===== config.mk =====
export PLATFORM = sky130hd
export DESIGN_NAME = prirv32_branch_resolve
export DESIGN_NICKNAME = d
export VERILOG_FILES = /design/src/rtl/prirv32_pkg.sv /design/src/rtl/prirv32_pred_fifo.sv /design/src/rtl/prirv32_branch_resolve.sv
export SDC_FILE = /design/constraint.sdc
export NUM_CORES = 1
export LEC_CHECK = 0
export ABC_AREA = 1
export BUFFER_PORTS_ARGS = -buffer_cell sky130_fd_sc_hd__buf_2
export CAP_MARGIN = 20
export CORE_ASPECT_RATIO = 1.25
export CORE_MARGIN = 2
export CORE_UTILIZATION = 59
export DETAILED_ROUTE_END_ITERATION = 8
export PLACE_DENSITY = 0.84
export SYNTH_ARGS = -nofsm -noshare
export SYNTH_HDL_FRONTEND = slang
export SYNTH_SLANG_ARGS = --single-unit

===== constraint.sdc =====
create_clock -name clk_i -period 5.33 [get_ports clk_i]
set_clock_uncertainty 0.05 [all_clocks]
set_input_delay 0 -clock clk_i [delete_from_list [all_inputs] [get_ports clk_i]]
set_output_delay 0 -clock clk_i [all_outputs]
set_load 0.01 [all_outputs]

===== src/rtl/prirv32_pkg.sv =====
// Shared definitions for the branch-resolve slice:
// counter encoding, FSM states, counter update.
package prirv32_pkg;

    localparam logic [1:0] STRONG_TOKEN   = 2'b00;
    localparam logic [1:0] WEAK_TOKEN     = 2'b01;
    localparam logic [1:0] WEAK_NOTOKEN   = 2'b10;
    localparam logic [1:0] STRONG_NOTOKEN = 2'b11;

    typedef enum logic {
        TRACK    = 1'b0,
        REDIRECT = 1'b1
    } bru_state_e;

    // Taken moves toward STRONG_TOKEN, not-taken toward STRONG_NOTOKEN.
    function automatic logic [1:0] sat_update(
        input logic [1:0] cur,
        input logic       taken
    );
        logic [1:0] nxt;
        nxt = cur;
        if (taken) begin
            if (cur != STRONG_TOKEN) nxt = cur - 2'd1;
        end else begin
            if (cur != STRONG_NOTOKEN) nxt = cur + 2'd1;
        end
        return nxt;
    endfunction

endpackage


===== src/rtl/prirv32_pred_fifo.sv =====
// Synchronous FIFO of outstanding predictions.
// Pointers carry an extra MSB to tell full from empty.
module prirv32_pred_fifo #(
    parameter int WIDTH = 65,
    parameter int DEPTH = 4
) (
    input  logic             clk,
    input  logic             rst,
    input  logic             push,
    input  logic             pop,
    input  logic             clear,
    input  logic [WIDTH-1:0] din,
    output logic             full,
    output logic             empty,
    output logic [WIDTH-1:0] head
);

    localparam int AW = $clog2(DEPTH);

    logic [WIDTH-1:0] mem [DEPTH];
    logic [AW:0]      wr_ptr;
    logic [AW:0]      rd_ptr;

    assign empty = (wr_ptr == rd_ptr);
    assign full  = (wr_ptr[AW] != rd_ptr[AW]) &&
                   (wr_ptr[AW-1:0] == rd_ptr[AW-1:0]);
    assign head  = mem[rd_ptr[AW-1:0]];

    always_ff @(posedge clk) begin
        if (push && !full) mem[wr_ptr[AW-1:0]] <= din;
    end

    // Clear drops everything, including a push in the same cycle.
    always_ff @(posedge clk) begin
        if (rst || clear) begin
            wr_ptr <= '0;
            rd_ptr <= '0;
        end else begin
            if (push && !full) wr_ptr <= wr_ptr + (AW+1)'(1);
            if (pop && !empty) rd_ptr <= rd_ptr + (AW+1)'(1);
        end
    end

endmodule


===== src/rtl/prirv32_branch_resolve.sv =====
// Branch resolve: prediction queue, BHT training, redirect on mispredict.
// Define PRIRV32_BRU_STATS_EN to add resolve/mispredict counters.
module prirv32_branch_resolve
    import prirv32_pkg::*;
#(
    parameter int XLEN        = 32,
    parameter int BHT_ENTRIES = 16,
    parameter int FIFO_DEPTH  = 4
) (
    input  logic            clk_i,
    input  logic            rst_i,
    input  logic            pred_valid_i,
    output logic            pred_ready_o,
    input  logic [XLEN-1:0] pred_pc_i,
    input  logic            pred_taken_i,
    input  logic [XLEN-1:0] pred_target_i,
    input  logic            res_valid_i,
    input  logic            res_taken_i,
    input  logic [XLEN-1:0] res_target_i,
    output logic            redirect_valid_o,
    input  logic            redirect_ready_i,
    output logic [XLEN-1:0] redirect_pc_o,
    output logic            flush_o,
    output logic            spurious_o,
`ifdef PRIRV32_BRU_STATS_EN
    output logic [31:0]     stat_resolved_o,
    output logic [31:0]     stat_mispredict_o,
`endif
    input  logic [XLEN-1:0] bht_rd_pc_i,
    output logic [1:0]      bht_rd_state_o,
    output logic            bht_rd_taken_o
);

    localparam int IDX_W = $clog2(BHT_ENTRIES);
    localparam int EW    = 2 * XLEN + 1;

    bru_state_e       state;
    logic [1:0]       bht [BHT_ENTRIES];
    logic             full;
    logic             empty;
    logic [EW-1:0]    head;
    logic [XLEN-1:0]  head_pc;
    logic             head_taken;
    logic [XLEN-1:0]  head_target;
    logic             push;
    logic             res_fire;
    logic             res_spur;
    logic             mispredict;
    logic [IDX_W-1:0] rd_idx;
    logic [IDX_W-1:0] wr_idx;
    logic             unused_bits;

    assign head_pc     = head[EW-1 -: XLEN];
    assign head_taken  = head[XLEN];
    assign head_target = head[XLEN-1:0];

    assign pred_ready_o = !full && (state == TRACK);
    assign push         = pred_valid_i && pred_ready_o;
    assign res_fire     = res_valid_i && (state == TRACK) && !empty;
    assign res_spur     = res_valid_i && (state == TRACK) && empty;
    assign mispredict   = res_fire &&
                          ((res_taken_i != head_taken) ||
                           (res_taken_i && (res_target_i != head_target)));

    assign rd_idx = bht_rd_pc_i[IDX_W+1:2];
    assign wr_idx = head_pc[IDX_W+1:2];

    assign bht_rd_state_o = bht[rd_idx];
    assign bht_rd_taken_o = (bht_rd_state_o == STRONG_TOKEN) ||
                            (bht_rd_state_o == WEAK_TOKEN);

    assign unused_bits = ^{bht_rd_pc_i[XLEN-1:IDX_W+2], bht_rd_pc_i[1:0],
                           head_pc[1:0]};

    prirv32_pred_fifo #(
        .WIDTH(EW),
        .DEPTH(FIFO_DEPTH)
    ) u_fifo (
        .clk  (clk_i),
        .rst  (rst_i),
        .push (push),
        .pop  (res_fire),
        .clear(mispredict),
        .din  ({pred_pc_i, pred_taken_i, pred_target_i}),
        .full (full),
        .empty(empty),
        .head (head)
    );

    always_ff @(posedge clk_i) begin
        if (rst_i) begin
            for (int i = 0; i < BHT_ENTRIES; i++) bht[i] <= STRONG_TOKEN;
        end else if (res_fire) begin
            bht[wr_idx] <= sat_update(bht[wr_idx], res_taken_i);
        end
    end

    always_ff @(posedge clk_i) begin
        if (rst_i) begin
            state            <= TRACK;
            redirect_valid_o <= 1'b0;
            redirect_pc_o    <= '0;
            flush_o          <= 1'b0;
            spurious_o       <= 1'b0;
        end else begin
            flush_o    <= 1'b0;
            spurious_o <= res_spur;
            unique case (state)
                TRACK: begin
                    if (mispredict) begin
                        redirect_valid_o <= 1'b1;
                        redirect_pc_o    <= res_taken_i ? res_target_i
                                                        : head_pc + XLEN'(4);
                        flush_o          <= 1'b1;
                        state            <= REDIRECT;
                    end
                end
                REDIRECT: begin
                    if (redirect_ready_i) begin
                        redirect_valid_o <= 1'b0;
                        state            <= TRACK;
                    end
                end
                default: state <= TRACK;
            endcase
        end
    end

`ifdef PRIRV32_BRU_STATS_EN
    always_ff @(posedge clk_i) begin
        if (rst_i) begin
            stat_resolved_o   <= '0;
            stat_mispredict_o <= '0;
        end else begin
            if (res_fire)   stat_resolved_o   <= stat_resolved_o + 32'd1;
            if (mispredict) stat_mispredict_o <= stat_mispredict_o + 32'd1;
        end
    end
`endif

endmodule


# After elaboration in Yosys (flattened, before gate mapping)
# Memory sizes are Yosys's and may differ from the RTL's. A register that Yosys moved wholly into a read port is not among the register bits.
# Cells that the tools add are included.
# classes
n_reduce_logical	21
bitwise_logic	1
add_sub_neg	5
muxes	24
eq_ne	9
# op_table
cell	n
32-bit by 3-bit adder with 32-bit output, second input constant	1
32-bit 2-to-1 mux	1
32-bit inequality test	1
2-bit 2-to-1 mux	8
1-bit 2-to-1 mux	12
1-bit logical AND	10
3-bit by 1-bit adder with 3-bit output, second input constant	2
4-bit 2-to-1 mux	1
2-bit inequality test, second input constant	2
1-bit case mux with 2 select lines	2
2-bit AND reduction	2
2-bit OR reduction	2
3-bit equality test	1
1-bit logical OR	3
2-bit by 1-bit adder with 2-bit output, second input constant	1
2-bit by 1-bit equality test with 1-bit output, second input constant	1
2-bit equality test	1
1-bit zero test	2
2-bit zero test	1
1-bit inequality test	2
2-bit by 1-bit inequality test with 1-bit output, second input constant	1
2-bit nonzero test	1
2-bit by 1-bit subtractor with 2-bit output, second input constant	1
1-bit NOT	1
# totals
wordCells	69
n_memories	2
ramBits	292
ff_bits	42
out_inout_bits	39
# memory_table
memory	depth	width	read_ports	rd_clocked_by_memory_dff	wr	line_no	source
u_fifo.mem	4	65	1	1	1	prirv32_pred_fifo.sv:20	logic [WIDTH-1:0] mem [DEPTH];
bht	16	2	2	0	16	prirv32_branch_resolve.sv:38	logic [1:0] bht [BHT_ENTRIES];

# Longest topological paths before layout
# Gate-level depths: netlist of the first run.
# logic_depth
ltp_word	8
ltp_mapped	21
mapped_depth_nobuf	17

# Cells and area by module
# From an unflattened synthesis of the first run, not the netlist that was laid out.
# hier_totals
hier_cells	1552
area_unflattened_um2	15578.7
# modules_own_cells
mod	cells_per_inst	area_per_inst_um2	n_inst
prirv32_pred_fifo	704	10420.0	1
prirv32_branch_resolve	848	5158.7	1

# Least setup slack after synthesis of the first run
# No wires, ideal clock.
# synth_path
path_kind	reg-to-reg
startpoint	register u_fifo.wr_ptr[0]
endpoint	memory u_fifo.mem[3][0] (enable)
path_slack_ns	1.049
synth_period_minus_slack_ns	4.281
path_stages_with_launch	9
required_ns	4.789
arrival_time_ns	3.740
path_buffers	0
setup_ns	0.491
path_cell_list	dfxtp_1 inv_1 nand2_1 a21oi_1 nand2_1 nand2_1 inv_1 nand2_1 nor2_1
# synth_between
elab_chain_len	8
# synth_rtl
item	line_no	source
start, declared	prirv32_pred_fifo.sv:21	logic [AW:0] wr_ptr;
start signal, assigned	prirv32_pred_fifo.sv:39	if (push && !full) wr_ptr <= wr_ptr + (AW+1)'(1);
2-bit equality test	prirv32_pred_fifo.sv:26	(wr_ptr[AW-1:0] == rd_ptr[AW-1:0]);
1-bit logical AND	prirv32_pred_fifo.sv:25	assign full = (wr_ptr[AW] != rd_ptr[AW]) &&
1-bit zero test	prirv32_branch_resolve.sv:57	assign pred_ready_o = !full && (state == TRACK);
1-bit logical AND	prirv32_branch_resolve.sv:57	
net pred_ready_o	prirv32_branch_resolve.sv:13	output logic pred_ready_o,
1-bit logical AND	prirv32_branch_resolve.sv:58	assign push = pred_valid_i && pred_ready_o;
1-bit logical AND	prirv32_pred_fifo.sv:30	if (push && !full) mem[wr_ptr[AW-1:0]] <= din;
1-bit 2-to-1 mux	prirv32_pred_fifo.sv:30	
1-bit 2-to-1 mux (implied by the code)	prirv32_pred_fifo.sv:30	
end, declared	prirv32_pred_fifo.sv:20	
# The timed path passes the listed nets, and every way through them passes these cells.

==> results of run 1 <==
flip-flops by register name, indices dropped and copies added (netlist names), named ones only:
signal / count
u_fifo.wr_ptr: 3
u_fifo.mem: 260
flush_o: 1
u_fifo.rd_ptr: 3
redirect_pc_o: 32
state: 1
spurious_o: 1
redirect_valid_o: 1
bht: 32
final cells by class:
class	instances	area share, %
Antenna cell	1	0.0136
Clock buffer	35	4.31
Clock inverter	20	0.845
Inverter	83	1.71
Multi-Input combinational cell	1128	28.0
Sequential cell	336	52.6
Tap cell	340	2.32
Timing Repair Buffer	264	10.2
power groups by stage:
| stage | clock network (mW) | logic, mW | registers [mW] |
|---|---|---|---|
| final | 2.11 | 2.18 | 3.31 |
| after global routing | 2.21 | 2.40 | 3.33 |
| after CTS | 2.10 | 2.11 | 3.30 |
| after detailed placement | 0 | 2.03 | 3.35 |
| after global placement | 0 | 1.98 | 3.34 |
| after floorplan | 0 | 1.57 | 3.32 |
through the flow:
step | power [mW] | utilization (%) | cell area, sq um | hold slack, ns
after global placement | 5.32 | 62.9 | 16400 | 0.157
after detailed placement | 5.38 | 62.9 | 16400 | 0.164
after floorplan | 4.89 | - | 15600 | 0.0191
after CTS | 7.50 | 70.5 | 18300 | 0.00317
after global routing | 7.93 | 70.5 | 18300 | 0.0621
final | 7.59 | 70.5 | 18400 | 0.0208
per-layer routing:
metal  part of all wire, %  track usage (%)  routed length [microns]  vias to the layer above
met5                     0                0                        0                        -
met4                   5.0             14.2                     2140                        0
met3                   8.6             4.26                     3660                      171
met2                    51             54.8                    21700                      817
met1                    36             37.7                    15200                     5965
li1                      -                -                        -                     5876
kinds of logic after synthesis:
group	after synthesis
simple gates	1008
fa+ha+maj	9
xor+xnor	14
buf+inv	157
mux	8
flops	336
compound gates	89
how the worst max path moves through the flow:
stage / slack [ns] / cells after the start / endpoint
after global routing: 0.69 / 14 / state
after CTS: 1.16 / 12 / state
after floorplan: 1.05 / 8 / u_fifo.mem[3][0]
after detailed placement: 1.41 / 14 / redirect_pc_o[21]
final: 0.86 / 14 / state
after global placement: 1.50 / 14 / redirect_pc_o[19]
cells in the final DEF, fill, tap and decap left out, drive strengths merged, types with 5 or more instances in the layout:
| master | instances |
|---|---|
| edfxtp | 292 |
| dfxtp | 44 |
| ha | 9 |
| nand3 | 199 |
| buf | 161 |
| clkinv | 14 |
| nand4 | 12 |
| inv | 83 |
| o21ai | 41 |
| mux2i | 8 |
| o211ai | 17 |
| clkbuf | 35 |
| xnor2 | 5 |
| nor2 | 144 |
| nand2 | 628 |
| a31oi | 5 |
| nand3b | 16 |
| xor2 | 9 |
| a21oi | 20 |
| dlygate4sd3 | 103 |
repair_timing:
action / 4_1_cts / 5_1_grt
hold endpoints to repair: 299 / 0
hold buffers: 103 / 0
resized for setup: 0 / 0
tightest hold or removal path, cell delays in order:
cell,delay (ns)
buf_2,0.10
buf_4,0.22
nand2_1,0.10
nand2_1,0.05
nand3_1,0.05
nand2_1,0.05
==> impl_metrics.py, run 1 <==
metrics = {
    "outcome": {
        "status": "completed",
    },
    "floorplan": {
        "start_util_pct": 60.0,
        "core_area_sq_um": 26000,
        "rows": 66,
        "fp.dieH_microns": 186,
        "dieArea_sq_um": 27800,
        "fp.dieW_microns": 150,
        "ios": 174,
    },
    "cells_and_area": {
        "multi_input_area_sq_um": 5130,
        "fin_nets": 1987,
        "drive_gt1_share_pct": 13.5,
        "nFillCells": 1766,
        "seqCellArea_sq_um": 9650,
        "syn2layout_area_growth_pct": 17.5,
        "final_cells": 2207,
    },
    "global_routing": {
        "antenna_found_initial": 0,
        "grt_usage_pct": 31.0,
        "grt.overflow.total": 0,
        "grt_pass1_wl_microns": 65900,
        "grt_max_degree": 75,
        "grt_pass1_vias": 12482,
    },
    "critical_path": {
        "r2r_slack_ns": 0.86,
        "start_kind": "register",
        "crit_buf_inv": 3,
        "crit_chain": "inv_4 > buf_4 > nand2_1 > nand3_1 > nand2_1 > nand2_1 > nand2_1 > nor2_1 > nand2_1 > nor2_1 > nand3_2 > o21bai_4 > a21oi_1 > dlygate4sd3_1",
        "end_kind": "register",
        "timing.rr.end": "state",
        "max_stage_delay_ns": 0.69,
        "critPathTopFamily": "buffers and inverters",
        "path_max_fanout": 68,
        "critPathKind": "register to register",
        "crit_required_ns": 5.74,
        "cpMaxStageDelayCell": "buf_4",
        "reg2reg_depth": 14,
        "arrival_ns": 4.88,
        "crit_top_cell": "nand2_1",
    },
    "placed_design": {
        "dpl.hpwl_microns": 25900,
        "port_buffers": 145,
        "dp_slack_ns": 1.41,
        "dp_cells": 2048,
        "place_congestion": 0.917,
    },
    "sta": {
        "maxSlewHeadroom_pct": 30.1,
        "fmax_mhz": 224,
        "slew_viol_final": 0,
        "min_period_ns": 4.47,
        "fin_crit_sh_pct": 83.8,
        "setup_tns_ns": 0,
        "rsz0062_at_grt": "no",
        "report.final.setup_viol": 0,
        "timing_hold_violations_final": 0,
        "worst_slack_ns": 0.864,
        "tightest_slew_ns": 1.05,
    },
    "logic_synthesis": {
        "synth_top_family_by_area": "simple AND/OR/NAND/NOR gates",
        "ys_seq_area_share_pct": 61.8,
        "ys_top_cells_by_area": "edfxtp_1, nand2_1, nand3_1, dfxtp_1, nor2_1",
        "synth-xor-area-share_pct": 0.785,
        "netlist_instances": 1621,
        "synth_compound_area_share_pct": 3.51,
        "synth_most_common_cell": "nand2_1",
        "synthMuxAreaShare_pct": 0.513,
        "ys.flop_type": "edfxtp_1",
        "synth_top_area_share_pct": 56.1,
        "yosys-top-cells-count": "nand2_1, edfxtp_1, nand3_1",
        "avgSynthCellArea_sq_um": 9.64,
        "synth_seq_cells": 336,
        "synth_area_sq_um": 15600,
        "synthArstFlopShare_pct": 0,
        "synthSimpleGateAreaFrac_pct": 27.1,
        "synthAdderAreaFrac_pct": 0.721,
        "yosys_warnings": 0,
        "synth-edff-count": 292,
        "yosysTopAreaCell": "edfxtp_1",
        "syn_nets": 1765,
        "ys_types": 40,
    },
    "route": {
        "first_pass_iters": 6,
        "drc": 0,
        "wl_per_cell_microns": 19.4,
        "vias": 12829,
        "totalWireLength_microns": 42700,
        "detail-route-antenna-nets": 0,
        "viasPerCell": 5.81,
        "drt-initial-drc-count": 1378,
    },
    "clock_tree": {
        "cts.path.max_buffers": 3,
        "clkTransAtPathRegs_ns": 0.07,
        "htreeDepth": 1,
        "numCtsBuffers": 30,
        "cts_sinks": 336,
        "cts_tree": "done",
        "root_buffer": "clkbuf_16",
        "clock_latency_ns": 0.57,
        "cts_setup_buffers": 0,
    },
    "power": {
        "pwr-share-comb_pct": 28.7,
        "switching_share_pct": 34.9,
        "pwr-share-seq_pct": 43.6,
        "clockPowerShare_pct": 27.7,
        "power_leakage_nw": 7.55,
        "powerDensity_nw_per_um2": 414,
        "netSwitchingPower_mw": 2.65,
        "internal_power_mw": 4.95,
        "ir_worst_vdd_mv": 0.292,
    },
    "hold_path": {
        "min_to": "redirect_pc_o[27]",
        "min_from": "res_taken_i",
        "hold_depth": 6,
        "holdCritPathClass": "input pin to register",
    },
    "flow_run": {
        "maxCapViolations": 0,
    },
}
(Power assumes the default switching activity.)
==> run 2, diff against run 1 <==
- CORE_UTILIZATION: 59 -> 53
- PLACE_DENSITY: 0.84 -> 0.8
- clock period: 5.33 -> 3.59 ns (I/O delays scaled with it)
==> run 2 against run 1 <==
Against the previous run: worst hold slack better by 0.0079 ns; die area up 11%; largest cell class unchanged; via count down 1.5%; largest power group unchanged; critical path depth unchanged; highest routed layer unchanged; non-clock buffer count up 11; cell count up 3.1%.
==> impl_metrics.py, run 2 (synthesis results as in run 1) <==
metrics = {
    "outcome": {
        "status": "completed",
    },
    "critical_path": {
        "start_kind": "register",
        "max_stage_delay_ns": 0.58,
        "crit_chain": "inv_6 > buf_4 > nand2_1 > nand3_1 > nand2_1 > nor2_1 > nand2_1 > nor2_1 > nand2_1 > nor2_1 > nand3_2 > o21bai_4 > a21oi_1 > dlygate4sd3_1",
        "path_max_fanout": 40,
        "critPathKind": "register to register",
        "arrival_ns": 3.73,
        "critPathTopFamily": "buffers and inverters",
        "crit_top_cell": "nand2_1",
        "crit_buf_inv": 3,
        "cpMaxStageDelayCell": "dlygate4sd3_1",
        "end_kind": "register",
        "crit_required_ns": 4.00,
    },
    "cells_and_area": {
        "final_area_sq_um": 18800,
        "layout_commonest_cell": "nand2_1",
        "fin_nets": 1999,
        "syn2layout_area_growth_pct": 20.6,
        "layout_common_cells": "nand2_1, edfxtp_1, nand3_1",
        "drive_gt1_share_pct": 14.5,
        "largest_reg_flops": 260,
        "n_antenna_cell": 0,
    },
    "power": {
        "pwr-share-seq_pct": 41.1,
        "power_leakage_nw": 7.74,
        "pwr-share-comb_pct": 28.1,
        "powerDensity_nw_per_um2": 629,
        "netSwitchingPower_mw": 3.96,
        "ir_worst_vdd_mv": 0.505,
        "clockPowerShare_pct": 30.8,
        "switching_share_pct": 33.4,
        "internal_power_mw": 7.90,
    },
    "placed_design": {
        "dpl.hpwl_microns": 26100,
        "port_buffers": 145,
        "place_area_sq_um": 16700,
        "place_congestion": 0.951,
    },
    "flow_run": {
        "maxCapViolations": 0,
    },
    "sta": {
        "tightest_slew_ns": 0.935,
        "maxSlewHeadroom_pct": 37.6,
        "report.final.setup_viol": 0,
        "setup_tns_ns": 0,
        "rsz0062_at_grt": "no",
        "slew_viol_final": 0,
        "min_period_ns": 3.32,
        "fmax_mhz": 301,
        "timing_hold_violations_final": 0,
        "fin_crit_sh_pct": 92.5,
    },
    "global_routing": {
        "grt_usage_pct": 27.2,
        "grt_pass1_vias": 12366,
        "antenna_found_initial": 0,
        "grt_max_degree": 69,
        "grt_pass1_wl_microns": 64700,
        "grt.overflow.total": 0,
    },
    "floorplan": {
        "dieArea_sq_um": 30900,
        "rows": 70,
        "fp.dieH_microns": 196,
        "fp.dieW_microns": 158,
        "ios": 174,
        "core_area_sq_um": 29200,
        "start_util_pct": 53.6,
    },
    "route": {
        "wl_per_cell_microns": 18.4,
        "drc": 0,
        "vias": 12635,
        "detail-route-antenna-nets": 0,
        "viasPerCell": 5.55,
        "totalWireLength_microns": 41800,
        "first_pass_iters": 8,
        "drt-initial-drc-count": 1419,
    },
    "clock_tree": {
        "cts_setup_buffers": 0,
        "cts_sinks": 336,
        "htreeDepth": 1,
        "root_buffer": "clkbuf_16",
        "cts_tree": "done",
        "numCtsBuffers": 31,
        "cts.path.max_buffers": 3,
        "clkTransAtPathRegs_ns": 0.07,
        "clock_latency_ns": 0.57,
    },
    "hold_path": {
        "min_from": "res_target_i[21]",
        "holdCritPathClass": "input pin to register",
    },
}
[run 2: cell count changes in the layout (fill, tap and decap cells not counted), moves of 3 or more]
| cell | before | now |
|---|---|---|
| buf_12 | 0 | 11 |
| bufinv_16 | 2 | 8 |
| inv_6 | 0 | 4 |
| clkbuf_1 | 4 | 1 |
| clkinv_1 | 7 | 4 |
[run 2: path summary, 6_finish.rpt]
path / end / slack (ns) / depth (start not counted)
worst max register to register: state / 0.27 / 14
worst min-delay path: redirect_pc_o[21] / 0.03 / 7
worst max-delay path: state / 0.27 / 14
worst min register to register: redirect_valid_o / 0.42 / 2
[run 2: per-stage QoR]
stage | std cells | power [mW] | setup slack [ns] | hold WS [ns] | util, %
floorplan | 1621 | 7.26 | -0.649 | 0.0191 | -
finish | 2276 | 11.9 | 0.269 | 0.0286 | 64.6
detailed placement | 2116 | 8.09 | 0.473 | 0.165 | 57.2
CTS | 2276 | 11.8 | 0.201 | 0.0178 | 64.6
global route | 2276 | 12.4 | 0.0930 | 0.0897 | 64.6
global placement | 2116 | 8.00 | 0.510 | 0.158 | 57.2
[run 2: cell type report]
| class | instances | area, sq um |
|---|---|---|
| fillers | 2202 | 10300 |
| flip-flops and latches | 336 | 9650 |
| multi-input cells | 1128 | 5130 |
| repair buffers | 275 | 2090 |
| clock buffers | 33 | 793 |
| well taps | 396 | 495 |
| clock inverters | 25 | 344 |
| inverters | 83 | 317 |
[run 2: timing repair]
item                                    CTS  global route
hold endpoints to repair                300             0
endpoints found under the setup margin    0             1
hold buffers                            102             0
resized for setup                         0             1
[run 2: power by group through the flow]
stage | Combinational, mW | Sequential, mW | Clock (mW)
global route | 3.67 | 4.90 | 3.80
detailed placement | 3.15 | 4.94 | 0
global placement | 3.08 | 4.93 | 0
CTS | 3.27 | 4.86 | 3.64
floorplan | 2.33 | 4.93 | 0
finish | 3.33 | 4.88 | 3.65
[run 2: per-layer routing]
metal | share of wire [%] | global-route usage (%) | vias up
met3 | 8.9 | 4.00 | 152
li1 | - | - | 5903
met1 | 36 | 33.2 | 5851
met2 | 50 | 46.9 | 729
met4 | 5.1 | 13.6 | 0
met5 | 0 | 0 | -
[run 2: tightest hold or removal path: stages]
cell,delay (ns)
buf_2,0.11
inv_1,0.06
nand2_1,0.12
nand2_1,0.07
nand2_1,0.06
nand2_1,0.08
nor2_1,0.09
